==> src/rtl/bar_channel_scheduler.sv <==
// Issue sequencer for the 9-tap multiplier bar: pairs weight sets with activation windows,
// accumulates the bar's per-channel partial results and emits one saturated byte per pixel.
module bar_channel_scheduler #(
    parameter int CH_MAX  = 64,
    parameter int BAR_LAT = 4
) (
    input  logic        clk,
    input  logic        rst,
    input  logic        start,
    input  logic [6:0]  cfg_num_ch,
    input  logic [15:0] cfg_num_pix,
    input  logic        w_valid,
    output logic        w_ready,
    input  logic [71:0] w_data,
    input  logic        win_valid,
    output logic        win_ready,
    input  logic [71:0] win_data,
    output logic [71:0] bar_in,
    output logic [71:0] bar_w,
    output logic        bar_valid_i,
    input  logic [7:0]  bar_out,
    input  logic        bar_valid_o,
    output logic        res_valid,
    output logic [7:0]  res_data,
    output logic        busy,
    output logic        done
);

    localparam int CH_W  = $clog2(CH_MAX + 1);
    localparam int ACC_W = 8 + $clog2(CH_MAX);
    localparam int OUT_W = $clog2(BAR_LAT + 2) + 1;
    localparam logic signed [ACC_W-1:0] SAT_HI = ACC_W'(127);
    localparam logic signed [ACC_W-1:0] SAT_LO = ACC_W'(-128);

    typedef enum logic [1:0] {S_IDLE, S_RUN, S_DRAIN, S_DONE} state_t;

    state_t                   state_reg;
    logic [CH_W-1:0]          num_ch_m1_reg;
    logic [15:0]              num_pix_m1_reg;
    logic [CH_W-1:0]          ch_iss_reg;
    logic [15:0]              pix_iss_reg;
    logic [CH_W-1:0]          ch_acc_reg;
    logic [15:0]              pix_acc_reg;
    logic signed [ACC_W-1:0]  acc_reg;
    logic                     fin_reg;
    logic [OUT_W-1:0]         out_cnt_reg;

    logic                     hs;
    logic                     acc_en;
    logic                     last_issue;
    logic signed [ACC_W-1:0]  bar_sext;
    logic signed [ACC_W-1:0]  acc_next;
    logic [7:0]               sat_val;

    // Both streams move together or not at all.
    assign hs         = (state_reg == S_RUN) && w_valid && win_valid;
    assign w_ready    = hs;
    assign win_ready  = hs;
    assign last_issue = (ch_iss_reg == num_ch_m1_reg) && (pix_iss_reg == num_pix_m1_reg);

    // Strobes are only taken while a job is active and something is actually in the bar.
    assign acc_en = bar_valid_o && !fin_reg && (out_cnt_reg != '0)
                 && ((state_reg == S_RUN) || (state_reg == S_DRAIN));

    always_comb begin
        bar_sext = {{(ACC_W-8){bar_out[7]}}, bar_out};
        acc_next = (ch_acc_reg == '0) ? bar_sext : acc_reg + bar_sext;
        if (acc_next > SAT_HI) begin
            sat_val = 8'h7f;
        end else if (acc_next < SAT_LO) begin
            sat_val = 8'h80;
        end else begin
            sat_val = acc_next[7:0];
        end
    end

    always_ff @(posedge clk or posedge rst) begin
        if (rst) begin
            state_reg      <= S_IDLE;
            num_ch_m1_reg  <= '0;
            num_pix_m1_reg <= '0;
            ch_iss_reg     <= '0;
            pix_iss_reg    <= '0;
            ch_acc_reg     <= '0;
            pix_acc_reg    <= '0;
            acc_reg        <= '0;
            fin_reg        <= 1'b0;
            out_cnt_reg    <= '0;
            bar_in         <= '0;
            bar_w          <= '0;
            bar_valid_i    <= 1'b0;
            res_valid      <= 1'b0;
            res_data       <= '0;
            busy           <= 1'b0;
            done           <= 1'b0;
        end else begin
            bar_valid_i <= 1'b0;
            res_valid   <= 1'b0;
            done        <= 1'b0;

            if (hs) begin
                bar_in      <= win_data;
                bar_w       <= w_data;
                bar_valid_i <= 1'b1;
                if (ch_iss_reg == num_ch_m1_reg) begin
                    ch_iss_reg  <= '0;
                    pix_iss_reg <= pix_iss_reg + 16'd1;
                end else begin
                    ch_iss_reg <= ch_iss_reg + CH_W'(1);
                end
            end

            if (acc_en) begin
                acc_reg <= acc_next;
                if (ch_acc_reg == num_ch_m1_reg) begin
                    res_data    <= sat_val;
                    res_valid   <= 1'b1;
                    ch_acc_reg  <= '0;
                    pix_acc_reg <= pix_acc_reg + 16'd1;
                    if (pix_acc_reg == num_pix_m1_reg) begin
                        fin_reg <= 1'b1;
                    end
                end else begin
                    ch_acc_reg <= ch_acc_reg + CH_W'(1);
                end
            end

            if (hs && !acc_en) begin
                out_cnt_reg <= out_cnt_reg + OUT_W'(1);
            end else if (!hs && acc_en) begin
                out_cnt_reg <= out_cnt_reg - OUT_W'(1);
            end

            unique case (state_reg)
                S_IDLE: begin
                    if (start) begin
                        num_ch_m1_reg  <= CH_W'(cfg_num_ch - 7'd1);
                        num_pix_m1_reg <= cfg_num_pix - 16'd1;
                        ch_iss_reg     <= '0;
                        pix_iss_reg    <= '0;
                        ch_acc_reg     <= '0;
                        pix_acc_reg    <= '0;
                        acc_reg        <= '0;
                        fin_reg        <= 1'b0;
                        out_cnt_reg    <= '0;
                        if ((cfg_num_ch == 7'd0) || (cfg_num_pix == 16'd0)) begin
                            state_reg <= S_DONE;
                            done      <= 1'b1;
                        end else begin
                            state_reg <= S_RUN;
                            busy      <= 1'b1;
                        end
                    end
                end
                S_RUN: begin
                    if (hs && last_issue) begin
                        state_reg <= S_DRAIN;
                    end
                end
                S_DRAIN: begin
                    // fin_reg rises with the final res_valid, so done trails it by one cycle.
                    if (fin_reg) begin
                        state_reg <= S_DONE;
                        busy      <= 1'b0;
                        done      <= 1'b1;
                    end
                end
                S_DONE: begin
                    state_reg <= S_IDLE;
                    fin_reg   <= 1'b0;
                end
                default: state_reg <= S_IDLE;
            endcase
        end
    end

endmodule

==> config.mk <==
export PLATFORM = sky130hd
export DESIGN_NAME = bar_channel_scheduler
export DESIGN_NICKNAME = d
export VERILOG_FILES = /design/src/rtl/bar_channel_scheduler.sv
export SDC_FILE = /design/constraint.sdc
export NUM_CORES = 1
export LEC_CHECK = 0
export BUFFER_PORTS_ARGS = -buffer_cell sky130_fd_sc_hd__buf_2
export CAP_MARGIN = 20
export CORE_MARGIN = 2
export CORE_UTILIZATION = 35
export CTS_CLUSTER_DIAMETER = 50
export CTS_CLUSTER_SIZE = 10
export DETAILED_ROUTE_END_ITERATION = 16
export MAX_ROUTING_LAYER = met4
export PLACE_DENSITY = 0.59
export SLEW_MARGIN = 15
export SYNTH_ARGS = -nofsm -noshare
export SYNTH_HDL_FRONTEND = slang
export SYNTH_SLANG_ARGS = --single-unit
==> constraint.sdc <==
create_clock -name clk -period 7.4 [get_ports clk]
set_input_delay 0.74 -clock clk [delete_from_list [all_inputs] [get_ports clk]]
set_output_delay 0.74 -clock clk [all_outputs]
set_load 0.02 [all_outputs]
Word-level counts from Yosys, hierarchy flattened. Index checks and enable logic that the tools add are counted.

Register bits: 246. Bits in latches: 0. RAM bits: 0. Bits in read-only memories: 0. Output and inout port bits: 158. Logic and storage cells: 110. Memories kept: 0.

$add $sub $neg: 9. Multipliers: 0. Div/mod/pow operators: 0. Magnitude comparators: 2. Equality and inequality tests: 11. Shifts and indexed selects: 0. Muxes and demuxes: 47. Bitwise gates (word level): 0. Reductions and logical operators: 24.

Operators by type and width (count): 16-bit two-way mux (8); 14-bit two-way mux (4); 7-bit two-way mux (8); 16-bit by 1-bit adder with 16-bit output, second input constant (2); 16-bit equality test (2); 16-bit zero test (1); 4-bit two-way mux (4); 8-bit two-way mux (2); 16-bit by 1-bit subtractor with 16-bit output, second input constant (1); 14-bit by 8-bit adder with 14-bit output (1); 7-bit by 1-bit adder with 7-bit output, second input constant (2); 7-bit equality test (2); 14-bit by 8-bit > comparator with 1-bit output, second input constant (1); 7-bit zero test (2); 14-bit by 8-bit less-than comparator with 1-bit output, second input constant (1); 1-bit two-way mux (13); 1-bit logical AND (9); 2-bit two-way mux (4); 2-bit case mux with 4 select lines (1); 7-bit by 1-bit subtractor with 7-bit output, second input constant (1); 2-bit inequality test, second input constant (3); 1-bit case mux with 2 select lines (3); 4-bit by 1-bit adder with 4-bit output, second input constant (1); 2-bit equality test, second input constant (2); 11 further kinds (15).

Longest topological paths before layout.
Depth after elaboration: 9. Depth in mapped cells: 10.

Least setup slack after synthesis. No wires, ideal clock.

Kind: input port to flip-flop. Start: in bar_out[0]. End: reg res_data[0]. Data arrival time: 2.813 ns. Data required time: 7.251 ns. Setup slack: 4.438 ns. Cell stages on the path: 10. Path buffers: 0. Cells stage by stage: ha_1 > inv_1 > fa_1 > nor2b_1 > o2111a_1 > o311ai_0 > a21boi_0 > o221ai_1 > o2111ai_1 > o211ai_1.

Word-level cells in the longest chain between the ends: 5. Elaborated cells on any way between the ends: 6. Those cells by class: add/sub: 1; order compare: 2; mux: 3.

RTL lines: start: declaration (RTL line 21) `input logic [7:0] bar_out,`; 14-bit by 8-bit adder with 14-bit output (RTL line 67) `acc_next = (ch_acc_reg == '0) ? bar_sext : acc_reg + bar_sext;`; 14-bit two-way mux * (RTL line 67); 14-bit by 8-bit less-than comparator with 1-bit output (RTL line 70) `end else if (acc_next < SAT_LO) begin`; 8-bit two-way mux (RTL line 70); 8-bit two-way mux * (RTL line 68) `if (acc_next > SAT_HI) begin`; end signal: assignment (RTL line 116) `res_data <= sat_val;`; end: declaration (RTL line 24) `output logic [7:0] res_data,`.

Every way passes the cells marked *; elsewhere a longest branch is shown, timed or not. A chain may end at the register's enable or synchronous reset.

Worst setup path after layout.
Start: reg state_reg[1]. End: reg pix_iss_reg[15].

Word-level cells in the longest chain between the ends: 6. Elaborated cells on any way between the ends: 7. Those cells by class: eq/ne: 1; mux: 3; reduce/logical: 3.

RTL lines: start: declaration (RTL line 37) `state_t state_reg;`; start signal: assignment (RTL line 79) `state_reg <= S_IDLE;`; start signal: assignment (RTL line 147) `state_reg <= S_DONE;`; start signal: assignment (RTL line 150) `state_reg <= S_RUN;`; 2-bit by 1-bit equality test with 1-bit output (RTL line 56) `assign hs = (state_reg == S_RUN) && w_valid && win_valid;`; 1-bit logical AND (2 in series) (RTL line 56); 16-bit two-way mux (RTL line 101) `if (hs) begin`; 16-bit two-way mux (RTL line 136) `if (start) begin`; 16-bit two-way mux * (RTL line 134) `unique case (state_reg)`; end signal: assignment (RTL line 107) `pix_iss_reg <= pix_iss_reg + 16'd1;`; end: declaration (RTL line 41) `logic [15:0] pix_iss_reg;`.

Marks and branches as above.

==> results.ini <==
[logic_synthesis]
synth_cells = 1296
synth_edf_count = 0
syn-cell-area_sq_um = 11600
ys_types = 59
ys_seq_area_frac = 0.532
synth_ff_type = dfrtp_1
synth_xor_area_frac = 0.0818
synth_top_family_by_area = simple AND/OR/NAND/NOR gates
syn_avg_cell_area_sq_um = 8.92
ys_warn_count = 0
synth-seq-cells = 246
synth_compound_area_frac = 0.0746
synthArstFlopShare = 1.00
synth_nets = 1503
synthSimpleGateAreaFrac = 0.253
synth_adder_area_share = 0.0288
synthMuxAreaShare = 0.00260

[cts]
tritoncts.num_buffers = 37
cts_resized = 0
ctsHtreeMaxLevel = 2
post_cts_buffers = 0
clk_latency_ns = 0.51
clock-root-buffer = clkbuf_16
cts_tree = done
cts.sinks = 246
clk_path_buf_depth = 3
path_clk_slew_ns = 0.06
holdBufCountCts = 0

[placement]
dpl.hpwl_microns = 23600
gp_congestion = 0.870
io_buffer_count = 338

[sta]
slew_headroom = 0.285
fin_skew_ns = 0.0160
post-route-min-period_ns = 3.88
hold_viol = 0
worstMarginPinSlew_ns = 1.07
rsz0062_at_grt = no
post-route-period-util = 0.524
fin_setup_tns_ns = 0
slew_violations = 0
max_freq_ghz = 0.258
setup-violations-final = 0

[cells_and_area]
drive_gt1_frac = 0.257
nFillCells = 3220
syn_to_final_growth_pct = 28.7
fin_nets = 1833
multiInputGateArea_sq_um = 5110
reg_top3 = bar_in x72, bar_w x72
regArea_sq_um = 6160

[drt]
dr.pass1.iters = 5
dr.first_iter.drc_count = 575
ant_nets = 0
wirelength_microns = 33100
vias_per_cell = 4.74
routedWlPerCell_microns = 15.8
drc = 0
vias = 9941

[die]
die-width_microns = 186
std_cell_rows = 66
coreArea_sq_um = 32500
pin_count = 339
die_area_sq_um = 34500
dieHeight_microns = 186
start_util = 0.355

[pwr]
total_power_mw = 6.37
p_per_area_nw_per_um2 = 428
p_leak_nw = 7.66
peakVddDrop_mv = 0.264

[grt]
grt_pass1_wl_microns = 53100
grt_pass1_vias = 10100
gr-usage-all-layers = 0.201
grt_max_degree = 101
antenna_found_initial = 9
gr-total-overflow = 0

[hold_path]
hp-class = input pin to async pin

[setup_path]
cp_data_arrival_time_ns = 4.22
crit_type = flop to flop
cp-start-kind = flop
cp-end-kind = flop
required_ns = 7.75
crit_fanout = 76

[status]
status = complete, no violations

[job]
maxCapViolCount = 0

[cells in the mapped netlist (2+ instances only)]
cell	number	area, sq um
nand2_1	509	1910
dfrtp_1	246	6160
xnor2_1	83	727
nor2_1	73	274
o21ai_0	47	235
clkbuf_1	44	165
a21oi_1	29	145
inv_1	26	97.6
ha_1	25	313
xor2_1	25	219
nand4_1	23	144
nor3_1	17	85.1
or3_1	13	81.3
nand3_1	12	60.1
nor4_1	10	62.6
a211oi_1	8	60.1
buf_1	8	30.0
o211ai_1	8	60.1
and3_1	7	43.8
a21o_1	6	45.0
a31oi_1	5	31.3
and2_1	5	31.3
o22ai_1	5	31.3
a21boi_0	4	30.0
nor2b_1	4	25.0
or2_2	4	25.0
mux2i_1	3	30.0
nand3b_1	3	22.5
o21a_1	3	22.5
o21ai_1	3	15.0
or4_1	3	22.5
a211o_1	2	17.5
a22oi_1	2	15.0
and3b_1	2	17.5
nand2b_1	2	12.5
nor3_2	2	20.0
o221a_2	2	22.5
o221ai_1	2	17.5
[layout by cell type (no fill, tap or decap), types with 29 or more instances in the layout]
cell       count
a21oi_1       29
buf_2        338
clkbuf_16     37
dfrtp_1      246
nand2_1      509
nor2_1        73
o21ai_0       47
xnor2_1       83
[cells by family after synthesis]
group,Yosys count
adder cells (fa/ha/maj),26
flip-flops,246
AO/OA/AOI/OAI,137
XOR/XNOR,108
AND/OR/NAND/NOR,695
buffers and inverters,81
multiplexers,3
[final timing paths]
check	from	slack, ns	end	cells past startpoint
worst max register to register	state_reg[1]	3.52	pix_iss_reg[15]	10
worst max-delay path	state_reg[1]	3.52	pix_iss_reg[15]	10
worst min register to register	bar_w[29]	0.47	bar_w[29]	2
min in group clk	win_data[16]	0.42	bar_in[16]	3
worst min-delay path	rst	0.38	bar_w[53]	2
max in group asynchronous	rst	5.57	bar_in[67]	3
[area by class of cell]
type                       count  area share
inverter                      27     0.00723
clock inverter                15      0.0119
sequential                   246       0.413
timing repair buffer         345       0.117
antenna                        9     0.00151
clock buffer                  45      0.0682
multi-input combinational    969       0.343
tap                          442      0.0371
[power breakdown]
part           internal, mW  switching [mW]  total, mW
sequential             1.86           0.346       2.20
combinational         0.873            1.60       2.47
clock                  1.08           0.622       1.70
[per-stage QoR]
| stage | area, sq um | hold slack [ns] | util | std cells | worst slack (ns) |
|---|---|---|---|---|---|
| 2_1_floorplan | 11600 | 0.475 | - | 1296 | 3.43 |
| 3_3_place_gp | 13700 | 0.454 | 0.420 | 2029 | 3.33 |
| 3_5_place_dp | 13700 | 0.457 | 0.420 | 2029 | 3.27 |
| 4_1_cts | 14900 | 0.394 | 0.457 | 2089 | 3.41 |
| 5_1_grt | 14900 | 0.408 | 0.458 | 2098 | 3.05 |
| 6_report | 14900 | 0.376 | 0.458 | 2098 | 3.52 |
[per-layer routing]
| layer | part of all wire | wire, microns | vias to the layer above | global-route usage |
|---|---|---|---|---|
| li1 | - | - | 4907 | - |
| met4 | 0.030 | 986 | 0 | 0.0702 |
| met1 | 0.41 | 13700 | 4698 | 0.243 |
| met5 | 0 | 0 | - | - |
| met3 | 0.078 | 2590 | 66 | 0.0636 |
| met2 | 0.48 | 15900 | 270 | 0.315 |
[critical path, stage by stage (launching register included)]
cell     delay (ns)
dfrtp_1        0.39
inv_1          0.09
ha_1           0.22
nand3_4        0.49
inv_4          0.80
nand4_1        0.20
nor2_1         0.53
nand4_1        0.42
nor4_1         0.35
xnor2_1        0.16
nor2_1         0.05
Power figures use the tool's default switching activity.
